**src/rtl/pipe_alu_issue_ctrl.sv**
```systemverilog
// In-order issue scheduler in front of pipe_ALU: buffers instructions in a
// small FIFO and issues one per cycle, holding back read-after-write hazards.
module pipe_alu_issue_ctrl #(
  parameter int DEPTH   = 4,
  parameter int HAZ_WIN = 2
) (
  input  logic        clk1,
  input  logic        rst,
  input  logic        in_valid,
  output logic        in_ready,
  input  logic [3:0]  in_rs1,
  input  logic [3:0]  in_rs2,
  input  logic [3:0]  in_rd,
  input  logic [3:0]  in_func,
  input  logic [7:0]  in_addr,
  output logic [3:0]  rs1,
  output logic [3:0]  rs2,
  output logic [3:0]  rd,
  output logic [3:0]  func,
  output logic [7:0]  addr,
  output logic        issue_valid,
  output logic        idle,
  output logic [15:0] issue_cnt,
  output logic [15:0] stall_cnt
);

  localparam int AW = (DEPTH > 1) ? $clog2(DEPTH) : 1;

  typedef struct packed {
    logic [3:0] rs1;
    logic [3:0] rs2;
    logic [3:0] rd;
    logic [3:0] func;
    logic [7:0] addr;
  } instr_t;

  instr_t              mem_q [DEPTH];
  logic [AW-1:0]       wr_ptr_q, wr_ptr_d;
  logic [AW-1:0]       rd_ptr_q, rd_ptr_d;
  logic [AW:0]         count_q, count_d;
  logic [HAZ_WIN-1:0]  hist_v_q, hist_v_d;
  logic [3:0]          hist_rd_q [HAZ_WIN];
  logic [3:0]          hist_rd_d [HAZ_WIN];
  instr_t              out_q, out_d;
  logic [3:0]          vhist_q, vhist_d;
  logic [15:0]         issue_cnt_q, issue_cnt_d;
  logic [15:0]         stall_cnt_q, stall_cnt_d;

  instr_t head;
  instr_t in_instr;
  logic   non_empty, blocked, do_issue, push;

  // Handshake: an instruction transfers on the rising clk1 edge where
  // in_valid & in_ready; in_ready depends only on rst and the registered count,
  // so the source may drop or change in_valid freely while in_ready is low.
  assign in_ready = !rst && (count_q < (AW+1)'(DEPTH));
  assign push     = in_valid && in_ready;
  assign in_instr = '{rs1: in_rs1, rs2: in_rs2, rd: in_rd, func: in_func, addr: in_addr};

  always_comb begin
    head      = mem_q[rd_ptr_q];
    non_empty = (count_q != '0);
    blocked   = 1'b0;
    for (int i = 0; i < HAZ_WIN; i++) begin
      if (hist_v_q[i] && ((head.rs1 == hist_rd_q[i]) || (head.rs2 == hist_rd_q[i])))
        blocked = 1'b1;
    end
    do_issue = non_empty && !blocked;
  end

  always_comb begin
    wr_ptr_d    = wr_ptr_q;
    rd_ptr_d    = rd_ptr_q;
    count_d     = count_q;
    out_d       = out_q;
    issue_cnt_d = issue_cnt_q;
    stall_cnt_d = stall_cnt_q;
    hist_v_d    = hist_v_q;
    hist_rd_d   = hist_rd_q;

    if (push) wr_ptr_d = wr_ptr_q + AW'(1);
    if (do_issue) begin
      rd_ptr_d    = rd_ptr_q + AW'(1);
      out_d       = head;
      issue_cnt_d = issue_cnt_q + 16'd1;
    end
    if (non_empty && blocked) stall_cnt_d = stall_cnt_q + 16'd1;

    unique case ({push, do_issue})
      2'b10:   count_d = count_q + (AW+1)'(1);
      2'b01:   count_d = count_q - (AW+1)'(1);
      default: count_d = count_q;
    endcase

    // Slot 0 mirrors the instruction now on the outputs; bubbles enter as invalid.
    hist_v_d[0]  = do_issue;
    hist_rd_d[0] = head.rd;
    for (int i = 1; i < HAZ_WIN; i++) begin
      hist_v_d[i]  = hist_v_q[i-1];
      hist_rd_d[i] = hist_rd_q[i-1];
    end

    vhist_d = {vhist_q[2:0], do_issue};
  end

  always_ff @(posedge clk1) begin
    if (push) mem_q[wr_ptr_q] <= in_instr;
  end

  always_ff @(posedge clk1) begin
    if (rst) begin
      wr_ptr_q    <= '0;
      rd_ptr_q    <= '0;
      count_q     <= '0;
      out_q       <= '0;
      issue_cnt_q <= '0;
      stall_cnt_q <= '0;
      hist_v_q    <= '0;
      vhist_q     <= '0;
      for (int i = 0; i < HAZ_WIN; i++) hist_rd_q[i] <= '0;
    end else begin
      wr_ptr_q    <= wr_ptr_d;
      rd_ptr_q    <= rd_ptr_d;
      count_q     <= count_d;
      out_q       <= out_d;
      issue_cnt_q <= issue_cnt_d;
      stall_cnt_q <= stall_cnt_d;
      hist_v_q    <= hist_v_d;
      vhist_q     <= vhist_d;
      hist_rd_q   <= hist_rd_d;
    end
  end

  // vhist covers every pipe_ALU stage, so idle means nothing is left in flight.
  assign issue_valid = vhist_q[0];
  assign idle        = (count_q == '0) && (vhist_q == 4'd0);
  assign rs1         = out_q.rs1;
  assign rs2         = out_q.rs2;
  assign rd          = out_q.rd;
  assign func        = out_q.func;
  assign addr        = out_q.addr;
  assign issue_cnt   = issue_cnt_q;
  assign stall_cnt   = stall_cnt_q;

endmodule

```
**config.mk**
```make
export PLATFORM = sky130hd
export DESIGN_NAME = pipe_alu_issue_ctrl
export DESIGN_NICKNAME = d
export VERILOG_FILES = /design/src/rtl/pipe_alu_issue_ctrl.sv
export SDC_FILE = /design/constraint.sdc
export NUM_CORES = 1
export LEC_CHECK = 0
export BUFFER_PORTS_ARGS = -buffer_cell sky130_fd_sc_hd__buf_2
export CAP_MARGIN = 25
export CORE_MARGIN = 2
export CORE_UTILIZATION = 40
export DETAILED_ROUTE_END_ITERATION = 12
export GPL_TIMING_DRIVEN = 0
export PLACE_DENSITY_LB_ADDON = 0.05
export SETUP_SLACK_MARGIN = 0.5
export SLEW_MARGIN = 20
export SYNTH_ARGS = -nofsm -noshare
export SYNTH_HDL_FRONTEND = slang
export SYNTH_SLANG_ARGS = --single-unit
```
**constraint.sdc**
```tcl
create_clock -name clk1 -period 3.1 [get_ports clk1]
set_input_delay 0.155 -clock clk1 [delete_from_list [all_inputs] [get_ports clk1]]
set_output_delay 0.155 -clock clk1 [all_outputs]
set_load 0.02 [all_outputs]
```
* Word level (Yosys, flattened, before mapping) *
Memories as Yosys holds them, arrays and structs flattened. A register that Yosys moved wholly into a read port is not among the register bits.
Cells that the tools add are included.

storage, ports and cells
  register bits after elaboration = 77
  bits in writable memories = 96
  bits of input ports = 27
  output and inout bits = 59
  logic and storage cells = 50
  memories kept = 1

memories
  memory  words  bits a word  read ports  clocked after Yosys merged registers in  wr ports  line  source
  mem_q   4      24           1           1                                        1         37    instr_t mem_q [DEPTH];

operators by class
  add/sub/neg operators = 6
  magnitude comparators = 1
  equality and inequality tests = 6
  muxes and demuxes = 7
  reductions and logical operators = 15

operators with widths
  cell                   count
  $add 16x1->16 const B  2
  $eq 4x4->1             4
  $logic_and 1x1->1      7
  $pmux 3 s2             1
  $add 2x1->2 const B    2
  $logic_not 4->1        1
  $mux 1                 4
  $mux 2                 2
  $add 3x1->3 const B    1
  $logic_not 3->1        1
  $lt 3x3->1 const B     1
  $reduce_bool 3->1      1
  $sub 3x1->3 const B    1
  $eq 2x1->1 const B     1
  $eq 2x2->1 const B     1
  $logic_not 1->1        2
  $logic_or 1x1->1       2
  $reduce_bool 2->1      1

* Logic depth before layout (Yosys ltp) *
Gate-level depths: netlist of run 1.

  depth in word-level cells = 9
  mapped depth = 15
  mapped depth without buffers = 11

* Least setup slack after synthesis of run 1 *
Ideal clock, no wire load.

  kind = reg-to-reg
  start point = register (tool-made name)
  end point = register count_q[2]
  library setup time = 0.071 ns
  arrival time = 3.357 ns
  data required time = 3.029 ns
  path slack = -0.328 ns
  cell stages (with the launch flop) = 16
  path buffers = 4
  clock period less this slack = 3.428 ns
  path through = dfxtp_1 > buf_6 > buf_12 > mux4_2 > xnor2_1 > nand4_1 > a21boi_2 > nor3_1 > buf_4 > buf_4 > ha_1 > inv_1 > fa_1 > xor2_1 > or3_1 > a21oi_1

RTL lines
  element                 line  source
  end signal: assignment  124   count_q <= count_d;
  end: declaration        40    logic [AW:0] count_q, count_d;

==> flow_summary_export.csv, run 1 <==
group,metric,value,unit
setup_path,worst_setup_path_start_kind,"flop",
sta,slew-limit-headroom,0.360,
synthesis,synthTopCellsByCount,"edfxtp_1 (96), dfxtp_1 (77), nor2_1 (50), mux2i_1 (25), mux4_2 (24)",
grt,grt_antenna_before_repair,0,
floorplanning,fp.dieH,135,um
layout,drive_gt1_frac,0.337,
synthesis,seq_area_frac_synth,0.645,
floorplanning,dieWidth,135,um
clock_tree,clk_latency,0.43,ns
placement,placed_cells,798,
synthesis,synthFlopType,"edfxtp_1",
layout,n_fill_cell,1477,
grt,grt-ovfl-total,0,
drt,ant_nets,0,
drt,wl_per_cell,16.9,um
drt,vias,4437,
sta,finalCriticalPeriod,3.14,ns
synthesis,synth_largest_area_cell,"edfxtp_1",
clock_tree,clk_pin_slew,0.07,ns
grt,grt_max_degree,25,
sta,finalCritPeriodShare,1.01,
setup_path,arrival,3.49,ns
drt,routed_wl,14800,um
placement,port-buffer-count,85,
power,power.leakage,0.00331,uW
synthesis,synth_top_area_frac,0.420,
clock_tree,htreeDepth,4,
min_path,hold_path_depth,3,
clock_tree,cts_sinks,173,
clock_tree,root_buffer,"clkbuf_16",
power,total_power,7280,uW
grt,grt_use_total,0.172,
setup_path,crit_type,"flop to flop",
sta,worst_pin_slew,0.952,ns
clock_tree,cts_tree,"built",
layout,syn2layout_area_growth,29.5,%
layout,design_area,8880,um2
sta,rsz0062_at_grt,"yes",
sta,hold_viol,0,
synthesis,ys_types,39,
layout,fin_nets,681,
layout,fin_util,0.532,
setup_path,cp_max_fo,6,
sta,worst_slack,-0.0436,ns
sta,setup_viol_count_final,1,
placement,gp_congestion,0.724,
drt,drt_first_iter_violations,200,
floorplanning,start_util,0.411,
floorplanning,core-area,16700,um2
outcome,run_status,"finished, violations left",
grt,grt_pass1_wl,23600,um
setup_path,reg2regPathDepth,15,
synthesis,synth-edff-count,96,
synthesis,async_flop_share,0,
floorplanning,fp.dieArea,18200,um2
synthesis,yosysMostFrequentCell,"edfxtp_1",
synthesis,yosysWarnings,0,
sta,fin_skew,0.00945,ns
outcome,violations,"setup timing",
synthesis,synth_fp_nets,527,
synthesis,syn-cell-area,6860,um2
drt,first_pass_iters,4,
synthesis,ys_ff_latch,173,
clock_tree,cts.path.max_buffers,2,
floorplanning,rows,47,
synthesis,yosys-top-cells-area,"edfxtp_1 (42%), dfxtp_1 (22%), mux4_2 (7.9%)",
synthesis,avgSynthCellArea,13.9,um2
placement,postPlaceCellArea,7620,um2
min_path,hold_class,"primary input to flop",
floorplanning,pin_count,86,
drt,viasPerCell,5.05,
grt,grt_pass1_vias,4415,
setup_path,end_kind,"flop",
setup_path,cp.required,3.45,ns
run,maxCapViolations,0,
layout,layout.cells.non_filler,879,
power,powerDensity,819,nW/um2
layout,diodes,0,
sta,fmax,318,MHz
placement,dp.final_hpwl,9360,um
clock_tree,cts_buffers,17,
sta,slew_viol_final,0,
synthesis,synth_cells,492,
power,ir_drop,0.441,mV
drt,drc_errors,0,
==> worst max-delay path: stages, from the launching register on <==
cell and delay (ns):
dfxtp_2 0.33, buf_8 0.12, buf_12 0.12, mux4_2 0.57, xnor2_2 0.16, nand4_1 0.15, a21boi_4 0.09, nor3_4 0.22
buf_6 0.14, buf_12 0.09, ha_4 0.12, inv_2 0.03, fa_2 0.34, xor2_2 0.15, or3_1 0.31, a21oi_1 0.12
==> layout by cell type, fill, tap and decap left out, types with 11 or more instances in the layout <==
cell type and n:
nor2_1 50, buf_2 90, mux4_2 24, nand4_1 12, edfxtp_1 96, xnor2_1 15, mux2i_1 24, nand2_1 11
nor2b_1 20, clkbuf_16 18, nand3_1 12, dlygate4sd3_1 24, dfxtp_1 75, inv_1 12, buf_4 20, a21oi_1 21
==> per-stage QoR <==
step / worst slack [ns] / setup TNS [ns] / hold WS (ns)
3_5_place_dp: -0.648 / -1.35 / 0.372
2_1_floorplan: -0.0459 / -0.0459 / 0.254
5_1_grt: -0.164 / -0.206 / 0.156
4_1_cts: -0.0366 / -0.0366 / 0.129
3_3_place_gp: -0.640 / -1.26 / 0.366
6_report: -0.0436 / -0.0436 / 0.140
==> per-layer routing <==
metal,part of all wire,GRT usage,wire [um]
met5,0,0,0
met2,0.49,0.288,7280
met1,0.46,0.226,6840
met4,0.013,0.0538,189
met3,0.035,0.0345,520
==> path summary, 6_finish.rpt <==
check / startpoint / to / slack, ns
hold / removal: rst / issue_cnt[5]$_SDFFE_PP0P_ / 0.14
setup reg to reg: flop / count_q[2]$_SDFFE_PP0P_ / -0.04
setup / recovery: flop / count_q[2]$_SDFFE_PP0P_ / -0.04
hold reg to reg: vhist_q[2]$_SDFF_PP0_ / vhist_q[3]$_SDFF_PP0_ / 0.47
==> registers in the layout (all words and copies together), names as in the netlist, named ones only <==
signal,cells
issue_cnt,16
hist_rd_d,4
hist_v_q,1
rs1,4
vhist_q,3
func,4
hist_rd_q,4
rs2,4
wr_ptr_q,2
rd_ptr_q,2
rd,4
mem_q,96
count_q,3
stall_cnt,16
addr,8
==> cell families (layout without fill, tap and decap cells) <==
group | after synthesis | in the layout | share of synthesized area
adder cells (fa/ha/maj) | 8 | 8 | 0.0157
AND/OR/NAND/NOR | 149 | 149 | 0.112
flip-flops | 173 | 173 | 0.645
AO/OA/AOI/OAI | 44 | 45 | 0.0390
multiplexers | 58 | 58 | 0.130
buffers and inverters | 36 | 202 | 0.0274
XOR/XNOR | 24 | 24 | 0.0306
==> layout make-up <==
| class | count | area, um2 | share of cell area |
|---|---|---|---|
| timing repair buffer | 134 | 885 | 0.0996 |
| buffer | 23 | 219 | 0.0247 |
| tap | 220 | 275 | 0.0310 |
| clock inverter | 15 | 155 | 0.0175 |
| sequential | 173 | 4430 | 0.499 |
| inverter | 13 | 48.8 | 0.00550 |
| clock buffer | 17 | 425 | 0.0479 |
| multi-input combinational | 284 | 2440 | 0.275 |
==> what timing repair did <==
action | in CTS | in global routing
resized for setup | 41 | 11
cloned | 2 | 0
endpoints found under the hold margin | 96 | 0
setup endpoints to repair | 60 | 62
hold buffers | 24 | 0
setup buffers | 15 | 8
pin swaps | 32 | 5
==> report_power, final <==
group | leakage (uW) | switching (uW) | total [uW] | internal [uW]
logic | 0.00154 | 1170 | 2300 | 1130
clock network | 0.000273 | 958 | 2090 | 1140
registers | 0.00150 | 178 | 2880 | 2710
No activity file was read; power rests on OpenSTA's default activity.
==> run 2, diff against run 1 <==
--- a/config.mk
+++ b/config.mk
@@ -12,7 +12,7 @@
 export DETAILED_ROUTE_END_ITERATION = 12
 export GPL_TIMING_DRIVEN = 0
 export PLACE_DENSITY_LB_ADDON = 0.05
-export SETUP_SLACK_MARGIN = 0.5
+export SETUP_SLACK_MARGIN = 0.15
 export SLEW_MARGIN = 20
 export SYNTH_ARGS = -nofsm -noshare
 export SYNTH_HDL_FRONTEND = slang
==> run 2 against run 1 <==
  * The flow still finishes with violations (setup timing)
  * Clock-buffer cell count unchanged
  * Wire length is 0.78% higher
  * Clock skew down 0.0015 ns
  * Clock power about the same
  * Register-to-register slack gained 0.03 ns
  * Cell area fell by 2.1%
  * Maximum frequency increased by 0.93%
  * Worst setup slack better by 0.029 ns
  * Non-clock buffer count down 6
  * Critical path type unchanged
  * Critical endpoint unchanged
==> flow_summary_export.csv, run 2 (synthesis gave the netlist of run 1 again) <==
group,metric,value,unit
outcome,run_status,"finished, violations left",
outcome,violations,"setup timing",
setup_path,cp.required,3.45,ns
grt,grt-busiest-layer,"met2",
clock_tree,clk_pin_slew,0.07,ns
min_path,hold_path_depth,3,
layout,layout_common_cells,"edfxtp_1 (96), buf_2 (92), dfxtp_1 (75)",
layout,largest_reg_flops,96,
grt,grt_use_met2,0.291,
setup_path,slowest_stage,"mux4_2",
grt,grt_pass1_wl,23000,um
layout,drive_gt1_frac,0.311,
placement,dp.final_hpwl,9930,um
setup_path,crit_path_max_incr_delay,0.55,ns
setup_path,reg2regPathDepth,15,
power,p_clk_frac,0.294,
drt,viasPerCell,4.99,
sta,setup_viol_count_final,1,
setup_path,rr_endpoint,"count_q[2]$_SDFFE_PP0P_",
sta,fin_skew,0.00791,ns
layout,fin_nets,674,
floorplanning,fp.dieH,135,um
setup_path,crit_type,"flop to flop",
min_path,hold_class,"primary input to flop",
layout,final_common_cell,"edfxtp_1",
drt,ant_nets,0,
floorplanning,pin_count,86,
placement,port-buffer-count,85,
drt,drt_first_iter_violations,135,
placement,gp_congestion,0.733,
sta,finalCriticalPeriod,3.11,ns
min_path,min_from,"rst",
layout,diodes,0,
floorplanning,fp.dieArea,18200,um2
drt,routed_wl,14900,um
drt,vias,4348,
min_path,holdPathEnd,"issue_cnt[7]$_SDFFE_PP0P_",
layout,top_register,"mem_q",
layout,n_fill_cell,1509,
grt,grt_max_degree,22,
power,seqPwrFrac,0.407,
power,ir_drop,0.513,mV
sta,slew-limit-headroom,0.436,
run,maxCapViolations,0,
clock_tree,root_buffer,"clkbuf_16",
sta,finalCritPeriodShare,1.00,
floorplanning,dieWidth,135,um
setup_path,path_cells,"buf_8, buf_4, mux4_2, xnor2_1, nand4_1, a21boi_4, nor3_4, buf_6, buf_12, ha_4, inv_2, fa_2, xor2_1, or3_1, a21oi_1",
setup_path,end_kind,"flop",
power,netSwitchingPower,2240,uW
layout,syn2layout_area_growth,26.7,%
drt,wl_per_cell,17.1,um
layout,regArea,4430,um2
sta,fmax,321,MHz
power,power.leakage,0.00324,uW
setup_path,ff2ff_setup_slack,-0.01,ns
clock_tree,clk_latency,0.42,ns
setup_path,crit_family,"simple AND/OR/NAND/NOR gates",
sta,worst_pin_slew,0.840,ns
power,power_frac_comb,0.299,
placement,pre_cts_slack,-0.718,ns
clock_tree,cts.path.max_buffers,2,
setup_path,worst_setup_path_start_kind,"flop",
sta,rsz0062_at_grt,"yes",
grt,grt_use_total,0.169,
drt,drc_errors,0,
power,total_power,7070,uW
sta,fin_setup_tns,-0.0146,ns
grt,grt_use_met1,0.212,
power,powerDensity,814,nW/um2
clock_tree,cts_tree,"built",
power,p_int,4830,uW
grt,gr-usage-met3,0.0368,
floorplanning,rows,47,
setup_path,cp_max_fo,6,
clock_tree,cts_buffers,17,
grt,grt_pass1_vias,4385,
sta,slew_viol_final,0,
floorplanning,start_util,0.411,
drt,first_pass_iters,4,
clock_tree,cts_sinks,173,
power,p_sw_frac,0.316,
setup_path,arrival,3.46,ns
grt,grt_antenna_before_repair,0,
clock_tree,htreeDepth,4,
floorplanning,core-area,16700,um2
layout,multi_input_area,2320,um2
sta,worst_slack,-0.0146,ns
setup_path,cp.buffers_inverters,5,
sta,hold_viol,0,
grt,grt-ovfl-total,0,
run 2: changes by cell type in the layout (fill, tap and decap cells not counted), sizes merged:
cell	change
clkinvlp	-2
clkbuf	-1
clkinv	+3
o21ai	-1
buf	-5
inv	-1
run 2: metrics by stage:
step,cell area [um2],utilization,std cells,hold slack (ns)
6_report,8690,0.520,872,0.175
5_1_grt,8690,0.520,872,0.177
4_1_cts,8620,0.516,867,0.147
3_5_place_dp,7690,0.460,801,0.372
3_3_place_gp,7590,0.454,797,0.364
2_1_floorplan,6890,-,492,0.254
run 2: worst register-to-register path: cells and delay by family (launching register included):
family | cells | cell delay, ns
flops | 1 | 0.34
simple gates | 3 | 0.69
compound gates | 2 | 0.21
fa+ha+maj | 2 | 0.45
mux | 1 | 0.55
xor+xnor | 2 | 0.30
buf+inv | 5 | 0.50
run 2: worst max path at each step:
| stage | endpoint | cells past startpoint |
|---|---|---|
| finish | count_q[2]$_SDFFE_PP0P_ | 15 |
| global placement | count_q[2]$_SDFFE_PP0P_ | 14 |
| CTS | count_q[2]$_SDFFE_PP0P_ | 15 |
| global route | count_q[2]$_SDFFE_PP0P_ | 15 |
| floorplan | count_q[2]$_SDFFE_PP0P_ | 15 |
| detailed placement | count_q[2]$_SDFFE_PP0P_ | 14 |
run 2: area by class of cell:
class                      count  area share
timing repair buffer         128       0.101
buffer                        23      0.0192
sequential                   173       0.509
clock inverter                15      0.0179
multi-input combinational    283       0.267
tap                          220      0.0317
clock buffer                  17      0.0490
inverter                      13     0.00562
run 2: per-layer routing:
metal | share of wire | routed length [um]
met1 | 0.44 | 6540
met2 | 0.50 | 7500
met3 | 0.047 | 701
met4 | 0.013 | 195
met5 | 0 | 0
run 2: repair_timing:
action                                  4_1_cts  5_1_grt
setup buffers                                10        5
resized for setup                             8        8
endpoints found under the setup margin       34       27
pin swaps                                     5        6
cloned                                        0        0
hold buffers                                 24        0
hold endpoints to repair                     96        0
run 2: power by group through the flow:
stage	Clock (uW)	Combinational, uW	Sequential (uW)
after global placement	0	1900	2920
final	2080	2110	2880
after floorplan	0	1190	3080
after CTS	2130	2100	2880
after global routing	2210	2290	2910
after detailed placement	0	1940	2920
